==> src/rtl/waymask_applier.sv <==
// waymask_applier
//   Enforcing end of the way-partition suggestion interface. Filters the
//   suggested allocation mask through a stability window, then applies it.
//   Growth is applied directly. A shrink first removes the revoked ways from
//   the active mask, then flushes every (set, revoked way) line through a
//   valid/ready port, and finally commits the new mask.
//
//   Ports:
//     clk_in, reset_n_in        clock, asynchronous active-low reset
//     enable_in                 allow new suggestions to be accepted
//     suggested_waymask_in      suggested mask (bit i = way i allowed)
//     active_waymask_out        allocation mask for the replacement logic
//     flush_valid_out/ready_in  flush request handshake
//     flush_set_out/way_out     flush payload (set index, one-hot way)
//     busy_out                  high while flushing or committing
//     update_count_out          committed updates, wraps at 16 bits
//
//   Optional: define WAYMASK_APPLIER_TRACE_EN to print commit and
//   flush-entry events through $display (simulation only).
//
//   state  | meaning
//   IDLE   | filter suggestions, wait for a stable differing mask
//   FLUSH  | issue one flush request per (set, revoked way)
//   COMMIT | load the new mask, bump the update counter
module waymask_applier #(
  parameter int CACHE_ASSOCIATIVITY = 16,
  parameter int SET_INDEX_WIDTH     = 10,
  parameter int STABLE_CYCLES       = 4
) (
  input  logic                           clk_in,
  input  logic                           reset_n_in,
  input  logic                           enable_in,
  input  logic [CACHE_ASSOCIATIVITY-1:0] suggested_waymask_in,
  output logic [CACHE_ASSOCIATIVITY-1:0] active_waymask_out,
  output logic                           flush_valid_out,
  input  logic                           flush_ready_in,
  output logic [SET_INDEX_WIDTH-1:0]     flush_set_out,
  output logic [CACHE_ASSOCIATIVITY-1:0] flush_way_out,
  output logic                           busy_out,
  output logic [15:0]                    update_count_out
);

  localparam int W  = CACHE_ASSOCIATIVITY;
  localparam int CW = $clog2(STABLE_CYCLES + 1);
  localparam logic [CW-1:0]              STABLE_TC = CW'(STABLE_CYCLES);
  localparam logic [SET_INDEX_WIDTH-1:0] LAST_SET  = '1;
  localparam logic [W-1:0]               ONE       = {{(W-1){1'b0}}, 1'b1};

  typedef enum logic [1:0] {
    IDLE   = 2'd0,
    FLUSH  = 2'd1,
    COMMIT = 2'd2
  } state_t;

  state_t                     state_q, state_d;
  logic [W-1:0]               active_q, active_d;
  logic [W-1:0]               cand_q, cand_d;
  logic [W-1:0]               target_q, target_d;
  logic [W-1:0]               revoked_q, revoked_d;
  logic [W-1:0]               remain_q, remain_d;
  logic [SET_INDEX_WIDTH-1:0] set_q, set_d;
  logic [CW-1:0]              cnt_q, cnt_d;
  logic [15:0]                count_q, count_d;

  logic [W-1:0]  sanitized;
  logic [W-1:0]  revoked_new;
  logic [W-1:0]  lowbit;
  logic [W-1:0]  remain_nx;
  logic          qualify;
  logic [CW-1:0] run;

  // An empty partition is never allowed; fall back to way 0.
  assign sanitized   = (suggested_waymask_in == '0) ? ONE : suggested_waymask_in;
  assign revoked_new = active_q & ~sanitized;
  // Isolate the lowest set bit of the ways still to flush in this set.
  assign lowbit      = remain_q & (~remain_q + ONE);
  assign remain_nx   = remain_q & ~lowbit;
  assign qualify     = enable_in && (sanitized != active_q);

  always_comb begin
    state_d   = state_q;
    active_d  = active_q;
    cand_d    = sanitized;
    target_d  = target_q;
    revoked_d = revoked_q;
    remain_d  = remain_q;
    set_d     = set_q;
    cnt_d     = cnt_q;
    count_d   = count_q;
    run       = '0;

    case (state_q)
      IDLE: begin
        // cnt_q holds the number of consecutive qualifying samples of
        // cand_q; a fresh value restarts the run at one sample.
        if (!qualify) begin
          cnt_d = '0;
        end else begin
          if ((sanitized == cand_q) && (cnt_q != '0)) begin
            run = (cnt_q == STABLE_TC) ? cnt_q : cnt_q + 1'b1;
          end else begin
            run = {{(CW-1){1'b0}}, 1'b1};
          end
          if (run == STABLE_TC) begin
            cnt_d    = '0;
            target_d = sanitized;
            if (revoked_new == '0) begin
              state_d = COMMIT;
            end else begin
              // Stop allocating into revoked ways before flushing them.
              active_d  = active_q & sanitized;
              revoked_d = revoked_new;
              remain_d  = revoked_new;
              set_d     = '0;
              state_d   = FLUSH;
            end
          end else begin
            cnt_d = run;
          end
        end
      end

      FLUSH: begin
        if (flush_ready_in) begin
          if (remain_nx == '0) begin
            if (set_q == LAST_SET) begin
              remain_d = '0;
              state_d  = COMMIT;
            end else begin
              set_d    = set_q + 1'b1;
              remain_d = revoked_q;
            end
          end else begin
            remain_d = remain_nx;
          end
        end
      end

      COMMIT: begin
        active_d = target_q;
        count_d  = count_q + 16'd1;
        cnt_d    = '0;
        state_d  = IDLE;
      end

      default: begin
        state_d = IDLE;
      end
    endcase
  end

  always_ff @(posedge clk_in or negedge reset_n_in) begin
    if (!reset_n_in) begin
      state_q   <= IDLE;
      active_q  <= '1;
      cand_q    <= '1;
      target_q  <= '1;
      revoked_q <= '0;
      remain_q  <= '0;
      set_q     <= '0;
      cnt_q     <= '0;
      count_q   <= '0;
    end else begin
      state_q   <= state_d;
      active_q  <= active_d;
      cand_q    <= cand_d;
      target_q  <= target_d;
      revoked_q <= revoked_d;
      remain_q  <= remain_d;
      set_q     <= set_d;
      cnt_q     <= cnt_d;
      count_q   <= count_d;
    end
  end

  // Payload is gated by state so a reset mid-flush drops the request
  // immediately and idle outputs read as zero.
  assign flush_valid_out    = (state_q == FLUSH);
  assign flush_set_out      = (state_q == FLUSH) ? set_q : '0;
  assign flush_way_out      = (state_q == FLUSH) ? lowbit : '0;
  assign busy_out           = (state_q != IDLE);
  assign active_waymask_out = active_q;
  assign update_count_out   = count_q;

`ifdef WAYMASK_APPLIER_TRACE_EN
  always_ff @(posedge clk_in) begin
    if (reset_n_in) begin
      if (state_q == COMMIT) begin
        $display("waymask commit old=%h new=%h count=%0d",
                 active_q, target_q, count_q + 16'd1);
      end
      if ((state_q == IDLE) && (state_d == FLUSH)) begin
        $display("waymask flush revoked=%h", revoked_d);
      end
    end
  end
`else
`endif

endmodule

==> config.mk <==
export PLATFORM = sky130hd
export DESIGN_NAME = waymask_applier
export DESIGN_NICKNAME = d
export VERILOG_FILES = /design/src/rtl/waymask_applier.sv
export SDC_FILE = /design/constraint.sdc
export NUM_CORES = 1
export LEC_CHECK = 0
export CORE_ASPECT_RATIO = 0.6
export CORE_MARGIN = 2
export CORE_UTILIZATION = 40
export DETAILED_ROUTE_END_ITERATION = 16
export DONT_BUFFER_PORTS = 1
export GPL_TIMING_DRIVEN = 0
export PLACE_DENSITY = 0.54
export SETUP_SLACK_MARGIN = 0.02
export SLEW_MARGIN = 5
export SYNTH_ARGS = -nofsm -noshare
export SYNTH_HDL_FRONTEND = slang
export SYNTH_SLANG_ARGS = --single-unit
export TNS_END_PERCENT = 50
==> constraint.sdc <==
create_clock -name clk_in -period 3.8 [get_ports clk_in]
set_clock_uncertainty 0.15 [all_clocks]
set_input_delay 0.76 -clock clk_in [delete_from_list [all_inputs] [get_ports clk_in]]
set_output_delay 0.76 -clock clk_in [all_outputs]
set_load 0.01 [all_outputs]
==> results of run 1 <==
## power groups by stage
stage	clock (W)	sequential, W	combinational (W)
6_report	0.00111	0.00129	0.000315
5_1_grt	0.00119	0.00130	0.000347
4_1_cts	0.00113	0.00129	0.000313
3_5_place_dp	0	0.00131	0.000293
3_3_place_gp	0	0.00131	0.000288
2_1_floorplan	0	0.00129	0.000240
## cell type report
cell class / instances / area, sq um
fill: 1448 / 8400
multi-input combinational: 411 / 3250
sequential: 111 / 2840
tap: 203 / 254
clock buffer: 11 / 243
buffer: 41 / 203
clock inverter: 5 / 104
inverter: 26 / 97.6
timing repair buffer: 1 / 27.5
## metal layers
layer  vias to the layer above  share of wire, %  track usage [%]
li1                       2199                 -                -
met1                      2395                51             32.7
met2                       140                41             29.2
met3                        12               6.8             6.92
met4                         0              0.74             3.91
met5                         -                 0                0
## placed cells by master, fill, tap and decap left out, types with 10 or more instances in the layout
cell,instances
sky130_fd_sc_hd__dfrtp_1,63
sky130_fd_sc_hd__dfstp_2,48
sky130_fd_sc_hd__nor2_1,40
sky130_fd_sc_hd__ha_1,36
sky130_fd_sc_hd__clkbuf_1,27
sky130_fd_sc_hd__inv_1,26
sky130_fd_sc_hd__xnor2_1,26
sky130_fd_sc_hd__nand2_1,25
sky130_fd_sc_hd__mux2_1,22
sky130_fd_sc_hd__and3_1,17
sky130_fd_sc_hd__o22a_1,17
sky130_fd_sc_hd__a2bb2oi_1,16
sky130_fd_sc_hd__mux2_2,15
sky130_fd_sc_hd__nand4_1,14
sky130_fd_sc_hd__a21oi_1,13
sky130_fd_sc_hd__and2_1,11
sky130_fd_sc_hd__nand3_1,11
sky130_fd_sc_hd__o21ai_0,10
sky130_fd_sc_hd__a22oi_1,10
## worst paths after layout
kind                                    startpoint                     to  cells past startpoint
max                        suggested_waymask_in[1]           remain_q[11]                     13
max reg2reg                               cnt_q[0]  active_waymask_out[3]                     10
min in group clk_in                  revoked_q[11]          revoked_q[11]                      1
min                                     reset_n_in  active_waymask_out[1]                      0
max in group asynchronous               reset_n_in          revoked_q[10]                      1
min reg2reg                          revoked_q[11]          revoked_q[11]                      1
## what timing repair did
action,in CTS,in global routing
gates cloned,0,0
endpoints found under the setup margin,49,64
gates resized for setup,8,8
pin swaps,0,1
hold endpoints to repair,63,0
hold buffers,1,0
## sequential cells by signal (all words and copies together) (netlist names)
signal and cells:
remain_q 16, state_q 2, update_count_out 16, cnt_q 3
active_waymask_out 16, target_q 16, cand_q 16, set_q 10
revoked_q 16
## worst register-to-register path, cell delays in order (launching register included)
cell and delay [ps]:
sky130_fd_sc_hd__dfrtp_1 430, sky130_fd_sc_hd__inv_1 120, sky130_fd_sc_hd__ha_1 290, sky130_fd_sc_hd__or3b_1 410, sky130_fd_sc_hd__a311oi_2 420, sky130_fd_sc_hd__nor2b_1 310, sky130_fd_sc_hd__o2111a_1 220, sky130_fd_sc_hd__buf_4 190
sky130_fd_sc_hd__clkbuf_1 500, sky130_fd_sc_hd__a2bb2oi_1 170, sky130_fd_sc_hd__o22a_1 200
## logic make-up (layout without fill, tap and decap cells)
family	Yosys count	after routing	synth area share [%]
adders and majority gates	36	36	7.11
and+or+nand+nor	176	176	16.2
xor gates and xnor gates	31	31	4.29
DFF	111	111	44.8
muxes	38	38	6.74
buffers and inverters	68	84	4.57
AOI/OAI and AO/OA	130	130	16.3
## per-stage QoR
stage	cell area [sq um]	utilization [%]	instances	hold WS [ps]	total power, W
after detailed placement	6590	42.8	793	317	0.00161
after CTS	6990	45.4	810	85.2	0.00273
after global placement	6590	42.8	793	318	0.00160
after global routing	7010	45.5	809	76.5	0.00283
after floorplan	6340	-	590	309	0.00153
final	7010	45.5	809	104	0.00272
==> results, run 1 <==
- The power density over the cells is 387 mW/mm^2.
- The global-route wire length before repair is 27.4 mm.
- The number of distinct library cells after synthesis is 72.
- The worst setup path is captured at a flip-flop.
- The number of antenna violations at the first check in global routing is 0.
- The number of enable-type register cells in the synthesized netlist is 0.
- The number of nets in the finished design is 657.
- The synthesized net count is 646.
- The starting utilization of the core area is 41.1%.
- Row generation in the floorplan step produced 35 rows.
- Clock tree synthesis found a total of 111 sinks.
- The power spent charging and discharging nets is between 0.0006 and 0.0007 W.
- For this design, the slowest cell found on the critical path is sky130_fd_sc_hd__or4_1.
- The routability congestion estimate from global placement is 0.842.
- The proportion of netlist area held by the largest area contributor is 24.9%.
- The internal portion of the total power is 0.00203 W.
- The register-to-register path setup slack is between 300 and 400 ps.
- CTS placed an instance of sky130_fd_sc_hd__clkbuf_16 at the clock tree root.
- The average size of a mapped cell is 10.7 sq um.
- The most used flip-flop cell after synthesis is sky130_fd_sc_hd__dfrtp_1.
- The register area share after synthesis is 44.8%.
- The switching share of total power is approximately 25%.
- Prior to clock tree synthesis, the placed netlist has a worst setup slack of -618 ps.
- The tightest min-delay check is of the input port to asynchronous set/reset pin type.
- Traced cell by cell, the critical path runs through or4_1 > nor4_2 > a21oi_1 > inv_1 > ha_1 > nand4b_1 > nor4_4 > nor3b_2 > o2111a_1 > buf_4 > nor2_2 > buf_6 > mux2_1.
- The count of warnings emitted by yosys is 0.
- The worst pin sits at a relative slew slack of 50.5%.
- The proportion of register bits with asynchronous set or reset after synthesis is between 90% and 100%.
- The largest voltage drop on the vdd net is 0.212 mV.
- The dominant cell type by area after synthesis is sky130_fd_sc_hd__dfrtp_1.
- The final number of max-transition violations was 0.
- The flow ran to the end, and the final reports show no timing, DRC or antenna violations.
- The synthesized netlist occupies a cell area of approximately 0.0063 sq mm.
- The total area inside the core boundary comes to 0.0154 sq mm.
- The peak fanout along the critical path is 10.
- Across the run, the number of max-cap violations was 0.
- The worst setup path is launched from an input port.
- The clock network burns 40.8% of the power.
- The number of detailed-route iterations in the first pass is 5.
- Grouping stages by cell kind, the critical path spends the most delay in simple AND/OR/NAND/NOR gates.
- The detailed placement HPWL is 13.0 mm.
- The total clock buffers created by CTS is 9.
- After clock tree synthesis, the clock-pin slew on the worst setup and hold paths is 70 ps.
- The most frequently used cell type in the post-synthesis netlist is sky130_fd_sc_hd__dfrtp_1.
- After synthesis the netlist holds a flip-flop and latch count of 111.
- The total number of vias is 4746.
- In this run, the combinational gates consume 11.6% of the power.
- The routed design has 17.6 mm of wire.
- The sum of negative setup slack is 0 ps.
- Sorting the synthesized cells by area gives the leading types as sky130_fd_sc_hd__dfrtp_1 25%, sky130_fd_sc_hd__dfstp_2 20%, sky130_fd_sc_hd__ha_1 7.1%.
- The minimum setup slack in the final design is between 150 and 200 ps.
- Timing would allow up to ~0.27 GHz.
- Entering global routing, the biggest net connects 64 pins.
- The area growth from synthesis to layout is 10.8%.
- The DRC violation count after routing is 0.
- The ratio of final minimum period to clock period is 95.9%.
- Summed over all layers, the global routing overflow is 0.
- The wire length per cell after detailed routing is 21.8 um.
- The number of antenna diodes in the final layout is 0.
- Together, buffers and inverters on the worst path number 3.
- For the pin with the worst max-slew slack, the measured transition is 738 ps.
- During placement, the flow inserted port buffers numbering 0.
- Counting along the longest clock path gives a buffer depth of 2.
- The critical path is of the input port to flip-flop type.
- The via count of the first global-routing pass is around 4.6k.
- The count of endpoints failing hold in the final timing report is 0.
- In this run, the number of DRC markers left after iteration 0 of detailed routing was 342.
- For this run, the slowest stage of the critical path takes 580 ps.
- The CTS tree is done.
- Ranked by instance count, the synthesized netlist is headed by 63 x sky130_fd_sc_hd__dfrtp_1, 48 x sky130_fd_sc_hd__dfstp_2, 41 x sky130_fd_sc_hd__nor2_1.
- The height of the die is slightly above 100 um.
- The setup violation total in the final timing report is 0.
- The arrival time of the worst setup path is 3730 ps.
- In this run the static leakage power is between 3 and 4 nW.
- The count of H-tree levels built during CTS is 3.
- For the worst setup path, the data required time is 3880 ps.
- The total setup buffers inserted after CTS is 0.
- The count of pins on the block boundary is 80.
- For the worst-skew pair, the clock arrives at the later sink with an insertion delay of 360 ps.
- The shortest clock period the worst path allows after layout is 3640 ps.
- The fraction of layout cells with a size suffix above 1 is 19.1%.
- The die covers 0.0169 sq mm.
- After detailed routing, the number of vias per cell comes to 5.87.
- The die width is between 150 and 200 um.
- The sequential share of power is 47.6%.
- Setup repair after global routing could not meet its margin everywhere.
- The global routing usage summed across all routing layers is 21.3%.
- Synthesis handed over a netlist of between 500 and 600 instances.
- The number of nets with antenna violations after routing is 0.
No activity file was read; power rests on OpenSTA's default activity.
==> run 2: changes to the inputs <==
--- a/config.mk
+++ b/config.mk
@@ -5,6 +5,7 @@
 export SDC_FILE = /design/constraint.sdc
 export NUM_CORES = 1
 export LEC_CHECK = 0
+export ABC_AREA = 1
 export CORE_ASPECT_RATIO = 0.6
 export CORE_MARGIN = 2
 export CORE_UTILIZATION = 40
@@ -12,6 +13,7 @@
 export DONT_BUFFER_PORTS = 1
 export GPL_TIMING_DRIVEN = 0
 export PLACE_DENSITY = 0.54
+export RECOVER_POWER = 25
 export SETUP_SLACK_MARGIN = 0.02
 export SLEW_MARGIN = 5
 export SYNTH_ARGS = -nofsm -noshare
==> results, run 2 <==
- The global-route track usage on met1 is 34.8%.
- The final reports fail on max-capacitance violations, max-slew violations.
- The average via count per standard cell is 5.06.
- Global routing used a little over a fifth of the available tracks across all layers.
- Dividing total power by cell area gives a power density of 326 mW/mm^2.
- The commonest cells after synthesis are 306 x sky130_fd_sc_hd__nand2_1, 73 x sky130_fd_sc_hd__inv_1, 63 x sky130_fd_sc_hd__dfrtp_1.
- The ratio of final minimum period to clock period is 91.4%.
- The shortest clock period the worst path allows after layout is around 3500 ps.
- The peak fanout along the critical path is 10.
- Derived from the worst setup path, the maximum achievable clock frequency is 0.288 GHz.
- The critical path capture point type is a flip-flop.
- Each instance of the synthesized netlist takes up on average about 7.8 sq um.
- The number of detailed-route iterations in the first pass is 5.
- The delay of the slowest critical-path stage is 430 ps.
- The family with the most delay on the worst path is simple AND/OR/NAND/NOR gates.
- The most heavily used metal layer in global routing is met1.
- The largest voltage drop on the vdd net is 0.263 mV.
- The congestion estimate from routability-driven global placement came to between 0.8 and 0.9.
- The class of the most critical setup path is input port to flip-flop.
- The number of antenna violations at the first check in global routing is 0.
- The met3 demand-to-capacity share in global routing is under 10%.
- Max-cap violations in this run came to 1.
- In the synthesized netlist the async set-or-reset flop fraction comes to 100%.
- The mapped netlist covers just under 0.007 sq mm.
- Adding up every negative setup slack in the final design gives 0 ps.
- The dominant cell type by area after synthesis is sky130_fd_sc_hd__dfrtp_1.
- The slew of the pin with the lowest slew margin is 1650 ps.
- In the post-synthesis netlist, the cell with the most instances is sky130_fd_sc_hd__nand2_1.
- The final number of max-transition violations is 64.
- In this run the worst hold path is classified as input port to asynchronous set/reset pin.
- The arrival time of the worst setup path is ~3600 ps.
- The number of distinct library cells after synthesis is 38.
- The growth of design area from synthesis to finish is 8.56%.
- The run finished, with violations left.
- The library cell used most frequently in the layout, excluding fill and tap cells, is sky130_fd_sc_hd__nand2_1.
- The most numerous cell type found on the critical path is sky130_fd_sc_hd__nand2_1.
- The worst setup timing slack at the placement stage is 51.3 ps.
- In this run the number of H-tree levels came out at 3.
- The clock sink total is 111.
- The tightest slew margin relative to the limit is -10.1%.
- The flip-flop and latch count after synthesis is 111.
- The minimum setup slack in the final design is 328 ps.
- For this design the top-level I/O count stands at 80.
- The library cells used most frequently in the layout, excluding fill and tap cells, are 306 x sky130_fd_sc_hd__nand2_1, 73 x sky130_fd_sc_hd__inv_1, 63 x sky130_fd_sc_hd__dfrtp_1.
- Clock-pin slew was measured on the worst setup and hold paths at around 80 ps.
- Summed over its instances, the top area cell type makes up 23.4% of the synthesized netlist area.
- The clock tree root buffer cell is sky130_fd_sc_hd__clkbuf_16.
- Post-CTS timing repair inserted 0 buffers for setup.
- The repair_antennas step left the layout with diodes totalling 0.
- The total clock buffers created by CTS is 9.
- In the final routed layout, each cell accounts on average for 16.4 um.
- Setup repair after global routing left no endpoint under its margin.
- The count of warnings emitted by yosys is 0.
- The synthesized design contains 0 enable-type register cells.
- The first global-routing pass estimated 29.3 mm of wire.
- The clock latency at the later pin of the worst-skew pair is 360 ps.
- Wires add up to 18.2 mm.
- The count of endpoints failing hold in the final timing report is 0.
- The total area of sequential cells is 0.00284 sq mm.
- Yosys attributes the largest share of cell area to sky130_fd_sc_hd__dfrtp_1 23%, sky130_fd_sc_hd__dfstp_2 19%, sky130_fd_sc_hd__nand2_1 17%.
- From bottom edge to top edge, the die measures 105 um.
- The number of standard cells after synthesis is 863.
- The longest clock path from root to sink contains 2 buffers.
- The first routing iteration left slightly below 400 violations.
- The design draws 0.00238 W.
- The number of filler cells placed in the layout is 1688.
- The number of buffers and inverters on the critical path is 3.
- Measured along the x axis, the die boundary spans 172 um.
- The die area is 0.0179 sq mm.
- TritonCTS built the clock tree.
- In the global route stage, met2 resource usage came out at 27.3%.
- The pin count of the biggest net entering global routing is 64.
- The DRC violation count after routing is 0.
- Summed over all cells, the static leakage comes to between 3 and 4 nW.
- Among all stages on the critical path, the largest delay is contributed by sky130_fd_sc_hd__nor4_1.
- The type of origin of the critical path is an input port.
- The number of nets in the finished design is 931.
- The synthesized net count is 919.
- The number of nets with antenna violations after routing is 0.
- The register area share after synthesis is 42.1%.
- The via count of the first global-routing pass came to between 5k and 6k.
- Summed over all layers, the global routing overflow is 0.
- The multi-input combinational cells in the finished layout cover a total of 0.00339 sq mm.
- The setup violation total in the final timing report is 0.
- The hold slack is about 87 ps.
- The starting utilization of the core area is 41.2%.
- Measured on the finished design, the core utilization comes to 44.7%.
- The initialized floorplan defines 36 standard-cell rows.
- The core region is 0.0164 sq mm.
- The fraction of layout cells with a size suffix above 1 is 15.5%.
- The routed layout has 5612 vias.
- STA puts the critical path data required time at 3950 ps.
- The number of input and output port buffers inserted is 0.
- The most used flip-flop cell after synthesis is sky130_fd_sc_hd__dfrtp_1.
- Walking the worst path, the cells encountered are nor2_1 > nand2_1 > nor2_2 > nand2_2 > nand2_4 > inv_1 > ha_1 > nor4_1 > nand4_2 > o21ai_0 > inv_2 > nand3_2 > buf_2 > nand2_1 > nand2_1.
- The detailed placement HPWL is between 10 and 15 mm.
==> run 2: changes by cell type after synthesis, sizes merged, moves of 25 or more <==
cell,delta
inv,+52
mux2,-37
nand2,+290
nand3,+25
nand4,+48
nor2,+30
o21ai,+26
==> run 2: kinds of logic (layout without fill, tap and decap cells) <==
logic type	count (synthesis)	after routing	share of synthesized area (%)
fa+ha+maj	36	36	6.69
flops	111	111	42.1
buf+inv	121	138	7.61
compound gates	49	49	4.68
xor+xnor	25	25	3.25
simple gates	521	521	35.6
==> run 2: what timing repair did <==
item | CTS | global route
hold endpoints to repair | 63 | 0
gates resized for setup | 0 | 1
hold buffers | 1 | 0
endpoints found under the setup margin | 0 | 2
==> run 2: worst reg2reg max path, delay by kind of cell, from the launching register on <==
family                   cells  cell delay [ps]
buffers and inverters        2              460
AO/OA/AOI/OAI                1              330
adder cells (fa/ha/maj)      1              280
AND/OR/NAND/NOR              5             1510
flip-flops                   1              420
==> run 2: layout make-up <==
| cell class | instances | area share [%] |
|---|---|---|
| Multi-Input combinational cell | 631 | 46.3 |
| Inverter | 78 | 4.00 |
| Clock buffer | 12 | 3.51 |
| Sequential cell | 111 | 38.8 |
| Clock inverter | 4 | 0.376 |
| Tap cell | 228 | 3.90 |
| Timing Repair Buffer | 1 | 0.0684 |
| Buffer | 43 | 3.01 |
==> run 2: worst paths after layout <==
path	start	to	slack, ps	cells past startpoint
max in group asynchronous	reset_n_in	update_count_out[3]	1830	1
setup / recovery	suggested_waymask_in[10]	active_waymask_out[2]	330	15
hold reg to reg	set_q[3]	set_q[3]	330	2
setup reg to reg	active_waymask_out[14]	active_waymask_out[2]	600	9
min in group clk_in	set_q[3]	set_q[3]	330	2
hold / removal	reset_n_in	active_waymask_out[7]	90	0
==> run 2: per-layer routing <==
metal	part of all wire [%]	up-vias
met5	0	-
met3	7.6	9
met2	37	153
met1	54	2635
li1	-	2815
met4	0.62	0
==> run 2: power by group <==
group          switching [W]  total [W]  leakage [nW]  internal (W)
clock               0.000463   0.000948         0.140      0.000485
sequential         0.0000284    0.00125          1.35       0.00122
combinational       0.000122   0.000186          2.26     0.0000645
==> run 2: through the flow <==
stage,cells,area (sq um)
after floorplan,863,6740
after global placement,1091,7020
after detailed placement,1091,7020
after CTS,1108,7330
after global routing,1108,7310
final,1108,7310
==> run 3: changes to the inputs <==
--- a/config.mk
+++ b/config.mk
@@ -12,7 +12,6 @@
 export DETAILED_ROUTE_END_ITERATION = 16
 export DONT_BUFFER_PORTS = 1
 export GPL_TIMING_DRIVEN = 0
-export PLACE_DENSITY = 0.54
 export RECOVER_POWER = 25
 export SETUP_SLACK_MARGIN = 0.02
 export SLEW_MARGIN = 5
==> constraint.sdc (replaced) <==
create_clock -name clk_in -period 3.8 [get_ports clk_in]
set_clock_uncertainty 0.15 [all_clocks]
set_input_delay 0.38 -clock clk_in [delete_from_list [all_inputs] [get_ports clk_in]]
set_output_delay 0.38 -clock clk_in [all_outputs]
set_load 0.01 [all_outputs]
==> results, run 3 (synthesis gave the netlist of run 2 again) <==
- The flow ran to the end, but the final reports show violations.
- The final reports fail on max-capacitance violations, max-slew violations.
- The routability congestion estimate from global placement is between 0.8 and 0.9.
- After clock tree synthesis, the clock-pin slew on the worst setup and hold paths is approximately 80 ps.
- Of the total power, registers draw 50.9%.
- The count of H-tree levels built during CTS is 3.
- For the worst setup path, the data required time is 3940 ps.
- The die area is between 0.015 and 0.02 sq mm.
- The die width is 172 um.
- Input and output buffers added on the ports amount to 0.
- The clock tree root buffer cell is sky130_fd_sc_hd__clkbuf_16.
- The number of antenna violations at the first check in global routing came to 1.
- In the finished design, the share of the clock period the worst path needs comes to a little over four fifths.
- On the worst path, the slowest cell contributes a delay of 570 ps.
- The total number of vias is 5742.
- The min-delay analysis places its worst path in the category input port to flip-flop.
- Setup repair after global routing left no endpoint under its margin.
- Of the total power, the share spent switching nets is between 20% and 30%.
- The core footprint is 0.0164 sq mm.
- The remaining global-route overflow is 0.
- The critical path capture point type is a flip-flop.
- In the layout the commonest cells are 306 x sky130_fd_sc_hd__nand2_1, 73 x sky130_fd_sc_hd__inv_1, 63 x sky130_fd_sc_hd__dfrtp_1.
- In the routed design, unresolved DRC markers number 0.
- The critical path goes through dlygate4sd3_1 > inv_2 > ha_1 > nand4_1 > nor3_1 > a21boi_0 > inv_1 > nand2_1 > nand2_2 > inv_1 > nand2_2 > buf_4 > nand2_1 > nand2_1.
- The final number of max-transition violations is 112.
- Wires add up to 18.4 mm.
- The worst flop-to-flop path endpoint is remain_q[6].
- The internal power of the cells totals between 0.0015 and 0.002 W.
- The reported max-cap violation count is 1.
- The global routing usage summed across all routing layers is 21.9%.
- The count of endpoints failing hold in the final timing report was 0.
- The sum of negative setup slack is 0 ps.
- The number of DRC violations after detailed-routing iteration 0 is approximately 480.
- The class of the most critical setup path is input port to flip-flop.
- The number of nets in the finished design is 947.
- The largest voltage drop on the vdd net is 0.187 mV.
- The arrival time of the worst setup path is about 3400 ps.
- The most numerous cell on the critical path is sky130_fd_sc_hd__nand2_1.
- The global-route wire length before repair is 30.5 mm.
- The number of placement rows is 36.
- The total clock buffers created by CTS is 9.
- The height of the die is 105 um.
- After layout, the worst setup slack is 581 ps.
- The critical path's slowest cell is sky130_fd_sc_hd__dlygate4sd3_1.
- Dividing the detail-routed via count by the number of cells gives 5.10.
- Summed over all nets, the switching power comes to 0.000641 W.
- The most common cell after layout, fill and taps aside is sky130_fd_sc_hd__nand2_1.
- The starting utilization of the core area is 41.2%.
- TritonCTS built the clock tree.
- The number of nets with antenna violations after routing is 0.
- The peak clock frequency supported by timing is 0.311 GHz.
- The number of cells on the worst reg-to-reg path is 12.
- Entering global routing, the biggest net connects 112 pins.
- The clock latency at the later pin of the worst-skew pair is 360 ps.
- For this design the ratio of total power to cell area is 328 mW/mm^2.
- The worst setup path is launched from an input port.
- In this run the tightest slew margin relative to its limit is -69.0%.
- The clock sink total is 111.
- Setup slack on the worst reg-to-reg path comes out at 740 ps.
- At the pin with the least slew margin, the transition time is 2540 ps.
- The start point of the worst hold path is suggested_waymask_in[5].
- During I/O placement, the number of pins put on the boundary was 80.
- The wire length per cell after detailed routing is about 16 um.
- The worst hold path was traced through 2 stages.
- Setup violations remaining at the end of the flow were counted as 0.
- For hold timing, the worst endpoint is target_q[5].
- The clock share of power is between 40% and 50%.
- Compared with the post-synthesis result, the final layout area differs by 11.2%.
- The detailed placement HPWL is 14.0 mm.
- The worst-case clock buffer depth is 2.
- Summed over all cells, the static leakage comes to 3.83 nW.
- The beginning of the worst register-to-register path is active_waymask_out[1].
- Of the cells placed in the final design, the portion with a size suffix greater than 1 is 15.1%.
- The post-cts gate resize count is 0.
- The number of detailed-route iterations in the first pass is 5.
- The via count of the first global-routing pass was 5623.
- The fraction of power consumed by combinational cells is 8.6%.
- At the placement stage, the worst setup path has a slack of 457 ps.
- The shortest clock period the worst path allows after layout is 3220 ps.
- The peak fanout along the critical path is 10.
==> run 3: changes by cell type in the layout (fill, tap and decap cells not counted), sizes merged <==
cell / before / now
dlygate4sd3: 0 / 16
bufinv: 0 / 1
buf: 20 / 21
clkbuf: 36 / 32
diode: 0 / 1
clkinvlp: 1 / 0
clkinv: 1 / 4
==> run 3: final cells by class <==
class,instances,area (sq um)
antenna,1,2.50
buffer,43,220
clock buffer,9,225
clock inverter,7,78.8
fill,1689,8860
inverter,78,293
multi-input combinational,631,3380
sequential,111,2840
tap,228,285
timing repair buffer,17,165
==> run 3: critical path, delay by kind of cell <==
kind | cells | cell delay [ps]
adders and majority gates | 1 | 270
buffers and inverters | 5 | 1090
and+or+nand+nor | 7 | 1430
AOI/OAI and AO/OA | 1 | 170
==> run 3: worst max-delay path by stage <==
stage                                   from                    end  slack, ps  cells after the start
global route                      reset_n_in           revoked_q[4]        210                      2
floorplan           suggested_waymask_in[10]           remain_q[12]       1190                     16
detailed placement  suggested_waymask_in[10]  active_waymask_out[4]        460                     15
global placement    suggested_waymask_in[10]  active_waymask_out[6]        470                     15
finish              suggested_waymask_in[15]            remain_q[6]        580                     14
CTS                 suggested_waymask_in[15]            remain_q[7]        590                     14
==> run 3: stage by stage <==
stage | hold WS, ps | util [%] | total power (W) | std cells | cell area, sq um
floorplan | -65.6 | - | 0.00141 | 863 | 6740
global placement | -60.6 | 42.9 | 0.00144 | 1091 | 7020
detailed placement | -60.7 | 42.9 | 0.00145 | 1091 | 7020
CTS | 3.31 | 46.0 | 0.00248 | 1124 | 7510
global route | 6.33 | 45.8 | 0.00257 | 1124 | 7490
finish | 7.01 | 45.8 | 0.00246 | 1125 | 7490
==> run 3: layer usage <==
layer  share of wire [%]  up-vias  wire (um)  track usage [%]
met4                0.70        0        129             3.57
met2                  37      161       6770             28.3
met5                   0        -          0                0
met3                 7.3       11       1340             6.13
met1                  55     2725      10100             35.6
li1                    -     2845          -                -
==> run 3: power by group through the flow <==
stage               Clock [W]  Combinational [W]  Sequential [W]
floorplan                   0           0.000142         0.00126
global placement            0           0.000172         0.00127
detailed placement          0           0.000176         0.00127
CTS                   0.00101           0.000220         0.00125
global route          0.00107           0.000244         0.00125
finish               0.000995           0.000212         0.00125
==> run 3: repair_timing <==
item / in CTS / in global routing
hold endpoints to repair: 131 / 0
setup buffers: 0 / 0
hold buffers: 17 / 0
